<file path="src/rtl/uart_tx_arbiter.sv">
// Round-robin arbiter that shares one UART TX core among NUM_REQ byte producers,
// with per-requester burst locking and a transmit watchdog.
module uart_tx_arbiter #(
  parameter int unsigned NUM_REQ     = 4,
  parameter int unsigned WIDTH       = 8,
  parameter int unsigned MAX_BURST   = 16,
  parameter int unsigned TIMEOUT_CYC = 60000,
  localparam int unsigned GrantW     = (NUM_REQ > 1) ? $clog2(NUM_REQ) : 1
) (
  input  logic                     clk,
  input  logic                     rst,
  input  logic [NUM_REQ-1:0]       req_valid,
  input  logic [NUM_REQ-1:0]       req_lock,
  input  logic [NUM_REQ*WIDTH-1:0] req_data,
  output logic [NUM_REQ-1:0]       req_ready,
  output logic                     tx_en,
  output logic [WIDTH-1:0]         tx_data,
  input  logic                     tx_done,
  output logic [GrantW-1:0]        grant_id,
  output logic                     busy,
  output logic                     timeout_err,
  input  logic                     err_clr
);

  localparam int unsigned BurstW = $clog2(MAX_BURST + 1);
  localparam int unsigned WdW    = (TIMEOUT_CYC > 2) ? $clog2(TIMEOUT_CYC) : 1;

  typedef enum logic [1:0] {StIdle, StIssue, StWait} state_e;

  state_e            state_q;
  logic [GrantW-1:0] ptr_q;
  logic              lock_q;
  logic [BurstW-1:0] burst_cnt_q;
  logic [WdW-1:0]    wd_cnt_q;

  logic              lock_active;
  logic              win_found;
  logic [GrantW-1:0] win_idx;
  logic [GrantW-1:0] cand;
  logic [WIDTH-1:0]  win_data;

  // A held lock restricts the grant to the current owner, even if it has no byte ready.
  always_comb begin
    win_found   = 1'b0;
    win_idx     = '0;
    cand        = '0;
    lock_active = lock_q && req_lock[grant_id] && (burst_cnt_q < BurstW'(MAX_BURST));
    if (lock_active) begin
      win_found = req_valid[grant_id];
      win_idx   = grant_id;
    end else begin
      for (int i = 1; i <= int'(NUM_REQ); i++) begin
        cand = GrantW'((int'(ptr_q) + i) % int'(NUM_REQ));
        if (!win_found && req_valid[cand]) begin
          win_found = 1'b1;
          win_idx   = cand;
        end
      end
    end
  end

  always_comb begin
    win_data = '0;
    for (int i = 0; i < int'(NUM_REQ); i++) begin
      if (win_idx == GrantW'(i)) win_data = req_data[i*WIDTH +: WIDTH];
    end
  end

  always_comb begin
    req_ready = '0;
    if (state_q == StIdle && win_found) req_ready[win_idx] = 1'b1;
  end

  always_ff @(posedge clk or posedge rst) begin
    if (rst) begin
      state_q     <= StIdle;
      ptr_q       <= GrantW'(NUM_REQ - 1);
      grant_id    <= '0;
      lock_q      <= 1'b0;
      burst_cnt_q <= '0;
      wd_cnt_q    <= '0;
      tx_en       <= 1'b0;
      tx_data     <= '0;
      busy        <= 1'b0;
      timeout_err <= 1'b0;
    end else begin
      tx_en <= 1'b0;
      if (err_clr) timeout_err <= 1'b0;
      unique case (state_q)
        StIdle: begin
          if (lock_q && !req_lock[grant_id]) lock_q <= 1'b0;
          if (win_found) begin
            tx_data     <= win_data;
            grant_id    <= win_idx;
            ptr_q       <= win_idx;
            lock_q      <= req_lock[win_idx];
            burst_cnt_q <= lock_active ? burst_cnt_q + BurstW'(1) : BurstW'(1);
            wd_cnt_q    <= '0;
            tx_en       <= 1'b1;
            busy        <= 1'b1;
            state_q     <= StIssue;
          end
        end
        // The watchdog starts counting in the tx_en cycle so that the flag rises
        // exactly TIMEOUT_CYC cycles after the start pulse.
        StIssue: begin
          wd_cnt_q <= wd_cnt_q + WdW'(1);
          state_q  <= StWait;
        end
        StWait: begin
          if (tx_done) begin
            if (burst_cnt_q >= BurstW'(MAX_BURST)) lock_q <= 1'b0;
            busy    <= 1'b0;
            state_q <= StIdle;
          end else if (wd_cnt_q == WdW'(TIMEOUT_CYC - 1)) begin
            timeout_err <= 1'b1;
            lock_q      <= 1'b0;
            busy        <= 1'b0;
            state_q     <= StIdle;
          end else begin
            wd_cnt_q <= wd_cnt_q + WdW'(1);
          end
        end
        default: state_q <= StIdle;
      endcase
    end
  end

endmodule

</file>
<file path="config.mk">
export PLATFORM = sky130hd
export DESIGN_NAME = uart_tx_arbiter
export DESIGN_NICKNAME = d
export VERILOG_FILES = /design/src/rtl/uart_tx_arbiter.sv
export SDC_FILE = /design/constraint.sdc
export NUM_CORES = 1
export LEC_CHECK = 0
export ABC_AREA = 1
export ABC_CLOCK_PERIOD_IN_PS = 1900
export BUFFER_PORTS_ARGS = -buffer_cell sky130_fd_sc_hd__buf_2
export CELL_PAD_IN_SITES_DETAIL_PLACEMENT = 0
export CELL_PAD_IN_SITES_GLOBAL_PLACEMENT = 1
export CORE_UTILIZATION = 36
export CTS_BUF_LIST = sky130_fd_sc_hd__clkbuf_4
export CTS_CLUSTER_DIAMETER = 50
export DETAILED_ROUTE_END_ITERATION = 12
export PLACE_DENSITY = 0.8
export SYNTH_ARGS = -nofsm -noshare
export SYNTH_HDL_FRONTEND = slang
export SYNTH_SLANG_ARGS = --single-unit
</file>
<file path="constraint.sdc">
create_clock -name clk -period 1.9 [get_ports clk]
set_input_delay 0.19 -clock clk [delete_from_list [all_inputs] [get_ports clk]]
set_output_delay 0.19 -clock clk [all_outputs]
set_load 0.05 [all_outputs]
</file>
# ---- Word-level counts from Yosys, hierarchy flattened
# Index checks and enable logic that the tools add are counted.
# W data, S select, Z words.
dict set report classes {
  n_addsub 6
  order_cmp 9
  eq_ne 12
  mux 58
  reduce_logical 21
}
# operator count
set ops {}
lappend ops {{$mux W16} 3}
lappend ops {{$pmux W16 S3} 1}
lappend ops {{$mux W8} 4}
lappend ops {{$mux W1} 29}
lappend ops {{$lt A2 B3 Y1 const B} 6}
lappend ops {{$add A16 B1 Y16 const B} 1}
lappend ops {{$eq A16 B16 Y1 const B} 1}
lappend ops {{$mux W2} 8}
lappend ops {{$bmux W1 S2} 7}
lappend ops {{$logic_and A1 B1 Y1} 8}
lappend ops {{$reduce_and A4 Y1} 2}
lappend ops {{$eq A2 B2 Y1 const B} 3}
lappend ops {{$ne A2 B2 Y1 const B} 3}
lappend ops {{$ne A3 B3 Y1 const B} 2}
lappend ops {{$pmux W2 S3} 1}
lappend ops {{$add A5 B1 Y5 const B} 1}
lappend ops {{$ge A5 B5 Y1 const B} 1}
lappend ops {{$lt A5 B5 Y1 const B} 1}
lappend ops {{$mux W5} 1}
lappend ops {{$add A2 B1 Y2 const B} 2}
lappend ops {{$add A2 B2 Y2 const B} 2}
lappend ops {{$eq A2 B1 Y1 const B} 2}
lappend ops {{$logic_not A1 Y1} 4}
lappend ops {{$logic_not A2 Y1} 2}
lappend ops {{other kinds (9)} 11}
dict set report word_totals {
  regBits 39
  in_bits 44
  out_inout_bits 17
  elab_cells 116
}

# ---- Depth between registers and ports, before layout
dict set report depth {
  depth_word 22
  mapped_depth 19
  ltp_nobuf 16
}

# ---- Worst setup path before layout
# OpenSTA, ideal clock, no wires.
dict set report synth_timing {
  path_type {register to output}
  startpoint {reg grant_id[0]}
  endpoint {out req_ready[0]}
  arrival_time_ps 2883
  required_ps 1710
  slack_ps -1173
  path_stages_with_launch 14
  path_buffers 1
  path_cell_list {dfrtp_1 > inv_2 > nand2_1 > nand2_1 > nand2_1 > o21ai_2 > nand3_2 > inv_1 > o21ai_1 > nand2_1 > nor2_2 > inv_1 > buf_2 > nor3_1}
}
dict set report synth_via {
  elab_chain_len 10
  word_cells_on_any_way 15
  classes_between {order compare (2); mux (9); reduce/logical (4)}
}
# item line_no
set synth_lines {}
lappend synth_lines {{start, declared} 19} ;# output logic [GrantW-1:0] grant_id,
lappend synth_lines {{start signal, assigned} 94} ;# grant_id <= win_idx;
lappend synth_lines {{$bmux W1 S2} 47} ;# lock_active = lock_q && req_lock[grant_id] && (burst_cnt_q < BurstW'(MAX_BURST));
lappend synth_lines {{$mux W1 (implied by the code)} 47}
lappend synth_lines {{$logic_and A1 B1 Y1 (2 in a row)} 47}
lappend synth_lines {{$mux W2} 48} ;# if (lock_active) begin
lappend synth_lines {{$lt A2 B3 Y1 (implied by the code) / $ge A2 B1 Y1 (equally long branches)} 71} ;# if (state_q == StIdle && win_found) req_ready[win_idx] = 1'b1;
lappend synth_lines {{$logic_and A1 B1 Y1 (implied by the code)} 71}
lappend synth_lines {{$mux W1 (implied by the code)} 71}
lappend synth_lines {{$demux W1 S2} 71}
lappend synth_lines {{$mux W4 *} 71}
lappend synth_lines {{end, declared} 15} ;# output logic [NUM_REQ-1:0] req_ready,
# Mark *: on every way between the ends. The rest lies on a longest branch, timed or not. The select of a mux whose other input is x is not followed.

# ---- Worst setup path after layout
dict set report layout_timing {
  startpoint {reg ptr_q[0]}
  endpoint {out req_ready[2]}
}
dict set report layout_via {
  elab_chain_len 22
  word_cells_on_any_way 38
  classes_between {add/sub (4); order compare (2); mux (24); reduce/logical (8)}
}
# item line_no
set layout_lines {}
lappend layout_lines {{start, declared} 31} ;# logic [GrantW-1:0] ptr_q;
lappend layout_lines {{start signal, assigned} 77} ;# ptr_q <= GrantW'(NUM_REQ - 1);
lappend layout_lines {{start signal, assigned} 95} ;# ptr_q <= win_idx;
lappend layout_lines {{$add A2 B1 Y2} 53} ;# cand = GrantW'((int'(ptr_q) + i) % int'(NUM_REQ));
lappend layout_lines {{$bmux W1 S2} 54} ;# if (!win_found && req_valid[cand]) begin
lappend layout_lines {{$mux W1 (implied by the code)} 54}
lappend layout_lines {{$mux W1} 54}
lappend layout_lines {{$mux W1} 48}
lappend layout_lines {{$logic_not A1 Y1} 54}
lappend layout_lines {{$logic_and A1 B1 Y1} 54}
lappend layout_lines {{$mux W1} 54}
lappend layout_lines {{(+6 left out)} -}
lappend layout_lines {{$logic_and A1 B1 Y1} 54}
lappend layout_lines {{$mux W2} 54}
lappend layout_lines {{$mux W2} 48}
lappend layout_lines {{$lt A2 B3 Y1 (implied by the code) / $ge A2 B1 Y1 (equally long branches)} 71}
lappend layout_lines {{$logic_and A1 B1 Y1 (implied by the code)} 71}
lappend layout_lines {{$mux W1 (implied by the code)} 71}
lappend layout_lines {{$demux W1 S2} 71}
lappend layout_lines {{$mux W4 *} 71}
# Marks and branches as above.

==> results.toml <==
[die]
die_y_um = 91.1
die_x_um = 91.1
start_util_pct = 37.2
core.rowCount = 32
die-area_um2 = 8300
core_area_um2 = 7690
pin_count = 61

[yosys]
synth_area_leaders = "dfrtp_1 (32%), nand2_1 (17%), inv_1 (5.9%)"
avgSynthCellArea_um2 = 7.11
synth-seq-cells = 39
yosysUniqueCellTypes = 33
ys.warnings.count = 0
synth-async-reset-ratio_pct = 100
synth_edf_count = 0
syn_nets = 452
synth_flop_cell = "dfrtp_1"
netlist.area_leader.share_pct = 32.4
seq_area_frac_synth_pct = 34.2
synthesis.area_um2 = 2860
yosysTopAreaCell = "dfrtp_1"
synth_cells = 402

[hold_path]
hp-class = "input port to register"

[routing]
ant_nets = 0
drc = 0
drt-pass1-iter-count = 4
vias = 3025
drt-initial-drc-count = 89
wl_per_cell_um = 12.7
via_per_inst = 4.82
totalWireLength_um = 7960

[sta]
rsz0062_at_grt = "yes"
tns_ns = -12.25
final_max_slew_viol_count = 0
setup_viol = 41
relSlewSlack_pct = 65.0
fin_crit_sh_pct = 131
timing.final.crit_period_ns = 2.49
tightest_slew_ns = 0.526
setup_ws_ns = -0.589
max_freq_mhz = 402
skew_ns = 0.00895
hold_viol_final = 0

[pwr]
peakVddDrop_mv = 1.01
p_leak_nw = 2.05
total_power_mw = 8.84
internal_power_mw = 4.26
p_switching_mw = 4.58
pwr-share-seq_pct = 14.4
combPwrFrac_pct = 80.9
pwr_density_cell_nw_per_um2 = 2160
sw_frac_of_total_pct = 51.8
pwr-share-clk_pct = 4.7

[clock_network]
clockRootBuffer = "clkbuf_4"
clk_pin_slew_ns = 0.12
cts_max_level = 2
clock_path_buffers = 2
clk_latency_ns = 0.35
numCtsBuffers = 5
cts_tree = "built"
clock-sinks = 39

[worst_setup_path]
startpoint_type = "register"
cp.required_ns = 1.71
cp_data_arrival_time_ns = 2.30
ff2ff_setup_slack_ns = -0.51
crit_type = "register to primary output"
crit_path_end_kind = "primary output"
cp_max_fo = 8

[final_layout]
area_growth_pct = 43.4
fin_nets = 575
n_antenna_cell = 0
drive_above_1_share_pct = 40.2

[grt]
grt_use_total_pct = 20.2
antenna_found_initial = 0
grt_pass1_vias = 2946
grt_max_degree = 40
gr-total-overflow = 0
grt_pass1_wl_um = 13600

[placement]
port_buffers = 60
place_hpwl_um = 5690
finalWeightedCongestion = 0.802
place_ws_ns = -0.321

[run_status]
status = "finished with violations"
violations = "negative setup slack"

[job]
drv_cap = 0
worst max-delay path: stages, from the launching register on:
cell and delay (ns):
dfstp_2 0.69, clkinvlp_4 0.19, nand2_2 0.09, nand3_2 0.07, nand2_2 0.10, nor2_1 0.04
nor2_1 0.13, nand2_2 0.08, nand3_4 0.11, nand2_8 0.08, buf_6 0.13, nor2_4 0.09
buf_6 0.15
synthesized netlist by cell type, types with 4 or more instances:
cell type,n
nor2_1,17
buf_2,6
buf_6,5
nand3_2,8
ha_1,6
nand2_2,11
dfrtp_1,37
inv_1,45
nand4_1,14
xor2_1,10
nand3_1,23
nand3b_1,10
o21ai_0,21
inv_2,6
o22ai_1,4
a21oi_1,9
o31ai_1,12
nor3_1,8
nor4_1,4
nand2_1,127
kinds of logic after synthesis:
| logic type | after synthesis | synth area share (%) |
|---|---|---|
| simple gates | 225 | 37.3 |
| flops | 39 | 34.2 |
| xor+xnor | 13 | 3.98 |
| buf+inv | 67 | 11.2 |
| fa+ha+maj | 6 | 2.63 |
| compound gates | 52 | 10.6 |
what timing repair did:
action                                  4_1_cts  5_1_grt
endpoints found under the hold margin        38        0
gates cloned                                  4        0
hold buffers                                  2        0
endpoints found under the setup margin       41       41
pin swaps                                    29        5
setup buffers                                12        0
resized for setup                            63       12
power by group through the flow:
stage          clock network [mW]  registers (mW)  logic, mW
6_report                    0.418            1.27       7.15
5_1_grt                     0.473            1.30       7.79
4_1_cts                     0.443            1.27       6.99
3_5_place_dp                    0            1.27       5.76
3_3_place_gp                    0            1.27       5.70
2_1_floorplan                   0            1.70       3.86
placed cells by master, fill, tap and decap left out, types with 10 or more instances in the layout:
cell type and n:
xor2_1 10, inv_1 42, nor2_1 13, nand2_2 23, buf_6 18, nand2_1 109
buf_2 56, nand3_2 13, nand4_1 14, dfrtp_1 35, buf_4 49, nand3_1 18
nand3b_1 10, o31ai_1 10
metrics by stage:
stage          hold slack, ns  util, %  cell area, µm²  std cells
2_1_floorplan           0.289        -            2970        402
3_3_place_gp            0.351     47.9            3680        602
3_5_place_dp            0.358     47.9            3680        602
4_1_cts                0.0574     53.0            4070        627
5_1_grt                0.0527     53.3            4100        627
6_report               0.0729     53.3            4100        627
flip-flops by register name, indices dropped and copies added, names as in the netlist:
| signal | flops |
|---|---|
| tx_en | 1 |
| burst_cnt_q | 5 |
| timeout_err | 1 |
| busy | 1 |
| lock_q | 1 |
| ptr_q | 2 |
| grant_id | 2 |
| tx_data | 8 |
| state_q | 2 |
| wd_cnt_q | 16 |
routing by layer:
layer / track usage (%) / routed length [µm] / vias up
met3: 2.85 / 252 / 6
li1: - / - / 1555
met2: 35.2 / 3900 / 49
met1: 26.2 / 3730 / 1415
met5: 0 / 0 / -
met4: 4.89 / 71 / 0
path summary, 6_finish.rpt:
path,from,to,cells after the start
min in group asynchronous,rst,wd_cnt_q[3]$_DFFE_PP0P_,4
max in group asynchronous,rst,grant_id[1]$_DFFE_PP0N_,4
min,tx_done,timeout_err$_DFF_PP0_,2
min reg2reg,tx_data[3]$_DFFE_PP0N_,tx_data[3]$_DFFE_PP0N_,2
max reg2reg,ptr_q[0]$_DFFE_PP1N_,tx_data[7]$_DFFE_PP0N_,16
max,ptr_q[0]$_DFFE_PP1N_,req_ready[2],12
layout make-up:
cell class	instances	area, µm²
fill	759	3590
timing repair buffer	130	966
clock inverter	2	8.76
inverter	52	206
tap	102	128
sequential	39	981
timing repair inverter	1	7.51
multi-input combinational	296	1770
clock buffer	5	37.5
No activity file was read; power rests on OpenSTA's default activity.
